--- config.mk ---
export PLATFORM = sky130hd
export DESIGN_NAME = lr_branch_stage
export DESIGN_NICKNAME = d
export VERILOG_FILES = /design/src/rtl/ddp_pkg.sv /design/src/rtl/branch_fifo.sv /design/src/rtl/lr_branch_stage.sv
export SDC_FILE = /design/constraint.sdc
export NUM_CORES = 1
export LEC_CHECK = 0
export ABC_CLOCK_PERIOD_IN_PS = 2770
export CAP_MARGIN = 30
export CORE_MARGIN = 3
export CORE_UTILIZATION = 54
export CTS_BUF_LIST = sky130_fd_sc_hd__clkbuf_8
export DETAILED_ROUTE_END_ITERATION = 6
export PLACE_DENSITY = 0.83
export SKIP_CTS_REPAIR_TIMING = 1
export SYNTH_ARGS = -nofsm -noshare
export SYNTH_HDL_FRONTEND = slang
export SYNTH_HIERARCHICAL = 1
export SYNTH_SLANG_ARGS = --single-unit
--- constraint.sdc ---
create_clock -name CLK -period 2.77 [get_ports CLK]
set_input_delay 0.277 -clock CLK [delete_from_list [all_inputs] [get_ports CLK]]
set_output_delay 0.277 -clock CLK [all_outputs]
set_load 0.05 [all_outputs]
--- src/rtl/ddp_pkg.sv ---
// Shared packet definitions for the datapath stages (copy stage, LR branch stage).
// The packet is a flat 38-bit word. Named field bounds keep every stage consistent.
package ddp_pkg;

    localparam int PKT_W    = 38;
    localparam int LR_BIT   = 19;
    localparam int TAG_HI   = 37;
    localparam int TAG_LO   = 27;
    localparam int DEST_HI  = 26;
    localparam int DEST_LO  = 20;
    localparam int FLAG_BIT = 18;
    localparam int DATA_W   = FLAG_BIT;

    typedef logic [PKT_W-1:0] packet_t;

    typedef struct packed {
        logic [TAG_HI-TAG_LO:0]   tag;
        logic [DEST_HI-DEST_LO:0] dest;
        logic                     lr;
        logic                     flag;
        logic [DATA_W-1:0]        data;
    } packet_fields_t;

    function automatic logic pkt_side(input packet_t p);
        return p[LR_BIT];
    endfunction

    function automatic logic [DEST_HI-DEST_LO:0] pkt_dest(input packet_t p);
        return p[DEST_HI:DEST_LO];
    endfunction

    function automatic logic [TAG_HI-TAG_LO:0] pkt_tag(input packet_t p);
        return p[TAG_HI:TAG_LO];
    endfunction

    function automatic logic pkt_flag(input packet_t p);
        return p[FLAG_BIT];
    endfunction

    function automatic packet_fields_t pkt_unpack(input packet_t p);
        return packet_fields_t'(p);
    endfunction

endpackage

--- src/rtl/branch_fifo.sv ---
// One side of the LR branch stage: a small FIFO with wrap-bit pointers and a
// counter of packets handed to the downstream consumer.
module branch_fifo #(
    parameter int PKT_W = 38,
    parameter int DEPTH = 2,
    parameter int CNT_W = 16
) (
    input  logic             clk_i,
    input  logic             rst_ni,
    input  logic             wr_en_i,
    input  logic [PKT_W-1:0] wr_data_i,
    input  logic             rd_ack_i,
    output logic             full_o,
    output logic             valid_o,
    output logic [PKT_W-1:0] rd_data_o,
    output logic [CNT_W-1:0] cnt_o
);

    localparam int PTR_W = $clog2(DEPTH);

    logic [PTR_W:0]   wr_ptr_q, wr_ptr_d;
    logic [PTR_W:0]   rd_ptr_q, rd_ptr_d;
    logic [CNT_W-1:0] cnt_q, cnt_d;
    logic [PKT_W-1:0] mem_q [DEPTH];

    logic full;
    logic empty;
    logic do_write;
    logic do_read;

    // Equal index with differing wrap bits means the writer has lapped the reader.
    assign full  = (wr_ptr_q[PTR_W-1:0] == rd_ptr_q[PTR_W-1:0]) &&
                   (wr_ptr_q[PTR_W] != rd_ptr_q[PTR_W]);
    assign empty = (wr_ptr_q == rd_ptr_q);

    assign do_write = wr_en_i & ~full;
    assign do_read  = rd_ack_i & ~empty;

    always_comb begin
        wr_ptr_d = wr_ptr_q;
        rd_ptr_d = rd_ptr_q;
        cnt_d    = cnt_q;
        if (do_write) begin
            wr_ptr_d = wr_ptr_q + {{PTR_W{1'b0}}, 1'b1};
        end
        if (do_read) begin
            rd_ptr_d = rd_ptr_q + {{PTR_W{1'b0}}, 1'b1};
            cnt_d    = cnt_q + {{(CNT_W-1){1'b0}}, 1'b1};
        end
    end

    always_ff @(posedge clk_i or negedge rst_ni) begin
        if (!rst_ni) begin
            wr_ptr_q <= '0;
            rd_ptr_q <= '0;
            cnt_q    <= '0;
        end else begin
            wr_ptr_q <= wr_ptr_d;
            rd_ptr_q <= rd_ptr_d;
            cnt_q    <= cnt_d;
        end
    end

    // Storage is cleared on reset so the head reads as zero while in reset.
    always_ff @(posedge clk_i or negedge rst_ni) begin
        if (!rst_ni) begin
            for (int i = 0; i < DEPTH; i++) begin
                mem_q[i] <= '0;
            end
        end else if (do_write) begin
            mem_q[wr_ptr_q[PTR_W-1:0]] <= wr_data_i;
        end
    end

    assign full_o    = full;
    assign valid_o   = ~empty;
    assign rd_data_o = mem_q[rd_ptr_q[PTR_W-1:0]];
    assign cnt_o     = cnt_q;

endmodule

--- src/rtl/lr_branch_stage.sv ---
// LR branch stage: steers each packet from the copy stage to a left or right
// FIFO by its LR flag, so a stalled side does not block the other side.
module lr_branch_stage
    import ddp_pkg::*;
#(
    parameter int DEPTH = 2,
    parameter int CNT_W = 16
) (
    input  logic             CLK,
    input  logic             MR_N,
    input  logic             Send_in,
    input  logic [PKT_W-1:0] PACKET_IN,
    output logic             Ack_out,
    output logic             Send_out_L,
    output logic [PKT_W-1:0] PACKET_OUT_L,
    input  logic             Ack_in_L,
    output logic             Send_out_R,
    output logic [PKT_W-1:0] PACKET_OUT_R,
    input  logic             Ack_in_R,
    output logic [CNT_W-1:0] CNT_L,
    output logic [CNT_W-1:0] CNT_R
);

    logic side;
    logic full_l;
    logic full_r;
    logic side_full;
    logic wr_l;
    logic wr_r;

    assign side      = pkt_side(PACKET_IN);
    assign side_full = side ? full_r : full_l;

    // Gated by MR_N so no acknowledge is offered while the stage is held in reset.
    assign Ack_out = Send_in & MR_N & ~side_full;
    assign wr_l    = Ack_out & ~side;
    assign wr_r    = Ack_out & side;

    branch_fifo #(
        .PKT_W (PKT_W),
        .DEPTH (DEPTH),
        .CNT_W (CNT_W)
    ) u_fifo_l (
        .clk_i     (CLK),
        .rst_ni    (MR_N),
        .wr_en_i   (wr_l),
        .wr_data_i (PACKET_IN),
        .rd_ack_i  (Ack_in_L),
        .full_o    (full_l),
        .valid_o   (Send_out_L),
        .rd_data_o (PACKET_OUT_L),
        .cnt_o     (CNT_L)
    );

    branch_fifo #(
        .PKT_W (PKT_W),
        .DEPTH (DEPTH),
        .CNT_W (CNT_W)
    ) u_fifo_r (
        .clk_i     (CLK),
        .rst_ni    (MR_N),
        .wr_en_i   (wr_r),
        .wr_data_i (PACKET_IN),
        .rd_ack_i  (Ack_in_R),
        .full_o    (full_r),
        .valid_o   (Send_out_R),
        .rd_data_o (PACKET_OUT_R),
        .cnt_o     (CNT_R)
    );

endmodule

==> metrics.yaml <==
status: "completed"
timing.final.hold_violations: 0
clk_pin_slew_ns: 0.09
initial_utilization: 0.556
vias: 5101
antenna_cells_inserted: 0
nFillCells: 1055
dominantRegCellSynth: "sky130_fd_sc_hd__dfrtp_1"
yosys.cell_types.count: 35
top_area_cells_in_the_synthesized_netlist: "sky130_fd_sc_hd__dfrtp_1 (56%), sky130_fd_sc_hd__mux2_2 (28%), sky130_fd_sc_hd__mux2_4 (3.5%)"
drtPass1Iterations: 4
count_of_final_max_slew_check_failures: 0
fmax_ghz: 0.381
cts_inserted_buffers: 17
synth_adder_area_share: 0.00294
pin_count: 154
finalCritPeriodShare: 0.948
post-dp-hpwl_um: 12400
yosys-mux-area-fraction: 0.313
crit_fanout: 16
syn_area_per_cell_um2: 14.9
regToRegEndpoint: "u_fifo_r/mem_q[61]"
cts_max_level: 4
wl_um: 18100
die_area_mm2: 0.0173
final_antenna_net_count: 0
required_ns: 2.49
placedInstanceArea_mm2: 0.0104
synth-edff-count: 0
drt-wirelength-per-cell_um: 19.0
grt_pass1_vias: 5602
worst-r2r-cell-count: 7
tritoncts_clock_tree: "done"
main_combinational_cell_family_by_area_after_synthesis: "multiplexers"
yosys_warnings: 6
cp-start-kind: "flop"
numClockSinks: 192
synth_compound_area_frac: 0.0148
final_area_mm2: 0.0108
core-area_mm2: 0.0153
leading_post_synthesis_cells_by_instance_count: "sky130_fd_sc_hd__mux2_2 (210), sky130_fd_sc_hd__dfrtp_1 (192), sky130_fd_sc_hd__xnor2_1 (27), sky130_fd_sc_hd__nand2_1 (21), sky130_fd_sc_hd__mux2_4 (20)"
timing_worst_setup_path_type: "reg -> out"
dr.first_iter.drc_count: 299
synth_most_common_cell: "sky130_fd_sc_hd__mux2_2"
ys_ff_latch: 192
clockBufferDepth: 2
finish.net_count: 774
grt_start_max_net_pins: 193
gr-total-overflow: 0
synthDominantCellAreaShare: 0.564
setup.worst_path.end_class: "output port"
route.detailed.drc: 0
globalplace.congestion: 0.787
setup_viol: 0
fp.dieH_um: 132
synth_fp_nets: 615
synth_simple_gate_area_share: 0.0383
grt_antenna_before_repair: 0
setup_ws_ns: 0.143
syn-instance-count: 570
drive_gt1_frac: 0.389
worst_setup_path_startpoint: "u_fifo_l/rd_ptr_q[0]"
regArea_mm2: 0.00481
reg2reg_slack_ns: 0.27
synth_area_mm2: 0.00852
final.setup_skew_ns: 0.0100
slew-limit-headroom: 0.337
ys_seq_area_frac: 0.564
startpoint_of_the_worst_slack_reg_to_reg_timing_path: "u_fifo_r/wr_ptr_q[1]"
clk_latency_ns: 0.45
hold_class: "in -> async"
die_x_um: 132
vias_per_cell: 5.36
post_layout_nonfiller_instances: 952
async_flop_share: 1.00
place.port_buffers: 153
multi_input_comb_area_mm2: 0.00357
synth_xor_area_frac: 0.0469
setup.worst_path.end: "PACKET_OUT_L[7]"
core.rowCount: 45
grt_setup_unrepaired: "no"
dp_worst_setup_slack_ns: 0.329
min_period_ns: 2.63
hold-worst-slack_ns: 0.0586
overall_global_routing_resource_usage: 0.215
netlist.top_cell.by_area: "sky130_fd_sc_hd__dfrtp_1"
area_growth_syn_to_layout_pct: 26.5
worst_margin_slew_ns: 0.994
grt_first_pass_wirelength_um: 30000
max-cap-violations: 0
placed_instances: 921
arrival_ns: 2.35
root_buffer: "sky130_fd_sc_hd__clkbuf_8"
[cells by family after synthesis]
| family | count (synthesis) |
|---|---|
| compound gates | 13 |
| xor+xnor | 43 |
| fa+ha+maj | 2 |
| buf+inv | 27 |
| flops | 192 |
| mux | 230 |
| simple gates | 63 |
[cell type report]
class / instances / share of cell area
inverter: 1 / 0.000348
multi-input combinational: 351 / 0.331
tap: 211 / 0.0245
clock buffer: 23 / 0.0294
sequential: 192 / 0.446
timing repair buffer: 166 / 0.162
clock inverter: 8 / 0.00592
[worst max-delay path, cell delays in order, from the launching register on]
cell	delay [ns]
sky130_fd_sc_hd__dfrtp_4	0.62
sky130_fd_sc_hd__buf_12	0.21
sky130_fd_sc_hd__mux2_2	0.34
sky130_fd_sc_hd__clkdlybuf4s50_1	0.72
[sequential cells by signal, indices dropped and copies added, names as in the netlist]
signal and count:
u_fifo_l/mem_q 76, u_fifo_l/wr_ptr_q 2, u_fifo_l/cnt_o 16, u_fifo_r/mem_q 76, u_fifo_r/rd_ptr_q 2, u_fifo_r/wr_ptr_q 2, u_fifo_l/rd_ptr_q 2, u_fifo_r/cnt_o 16
[how the worst min path moves through the flow]
stage                        from                 end  slack [ns]
4_1_cts                      MR_N  u_fifo_l/cnt_o[15]        0.11
2_1_floorplan                MR_N   u_fifo_l/cnt_o[0]       -0.02
6_report                     MR_N   u_fifo_r/cnt_o[8]        0.06
3_3_place_gp   u_fifo_l/cnt_o[15]  u_fifo_l/cnt_o[15]        0.46
5_1_grt                      MR_N  u_fifo_l/cnt_o[13]        0.13
3_5_place_dp   u_fifo_l/cnt_o[15]  u_fifo_l/cnt_o[15]        0.47
[placed cells by master (no fill, tap or decap), types with 2 or more instances in the layout]
master	synthesis	routed
sky130_fd_sc_hd__mux2_2	210	210
sky130_fd_sc_hd__dfrtp_1	192	190
sky130_fd_sc_hd__clkdlybuf4s50_1	0	139
sky130_fd_sc_hd__xnor2_1	27	27
sky130_fd_sc_hd__clkbuf_8	0	24
sky130_fd_sc_hd__nand2_1	21	21
sky130_fd_sc_hd__mux2_4	20	20
sky130_fd_sc_hd__xor2_1	13	13
sky130_fd_sc_hd__dlymetal6s2s_1	0	12
sky130_fd_sc_hd__nand3_1	11	11
sky130_fd_sc_hd__nand4_1	9	9
sky130_fd_sc_hd__buf_12	0	7
sky130_fd_sc_hd__buf_4	3	7
sky130_fd_sc_hd__inv_1	1	5
sky130_fd_sc_hd__nor2_1	5	5
sky130_fd_sc_hd__and3_1	5	5
sky130_fd_sc_hd__nor2b_1	3	3
sky130_fd_sc_hd__a211oi_2	3	3
sky130_fd_sc_hd__and4_1	3	3
sky130_fd_sc_hd__nor3_1	2	2
sky130_fd_sc_hd__clkinv_2	0	2
sky130_fd_sc_hd__xnor2_2	2	2
sky130_fd_sc_hd__o21ai_4	0	2
sky130_fd_sc_hd__a21boi_2	2	2
sky130_fd_sc_hd__ha_1	2	2
[metrics by stage]
stage                util  setup TNS, ns
floorplan               -              0
global placement    0.677              0
detailed placement  0.677              0
CTS                 0.701          -1.19
global route        0.704              0
finish              0.704              0
[metal layers]
layer,track usage,share of wire,wire length (µm),vias up
met4,0.0467,0.0077,139,0
met3,0.0532,0.047,848,10
met5,0,0,0,-
met1,0.299,0.45,8210,2639
li1,-,-,-,2336
met2,0.346,0.49,8920,116
Power is left out: the tool's default activity adds up to more than one toggle a clock period on the data nets, which glitch-free logic cannot reach.
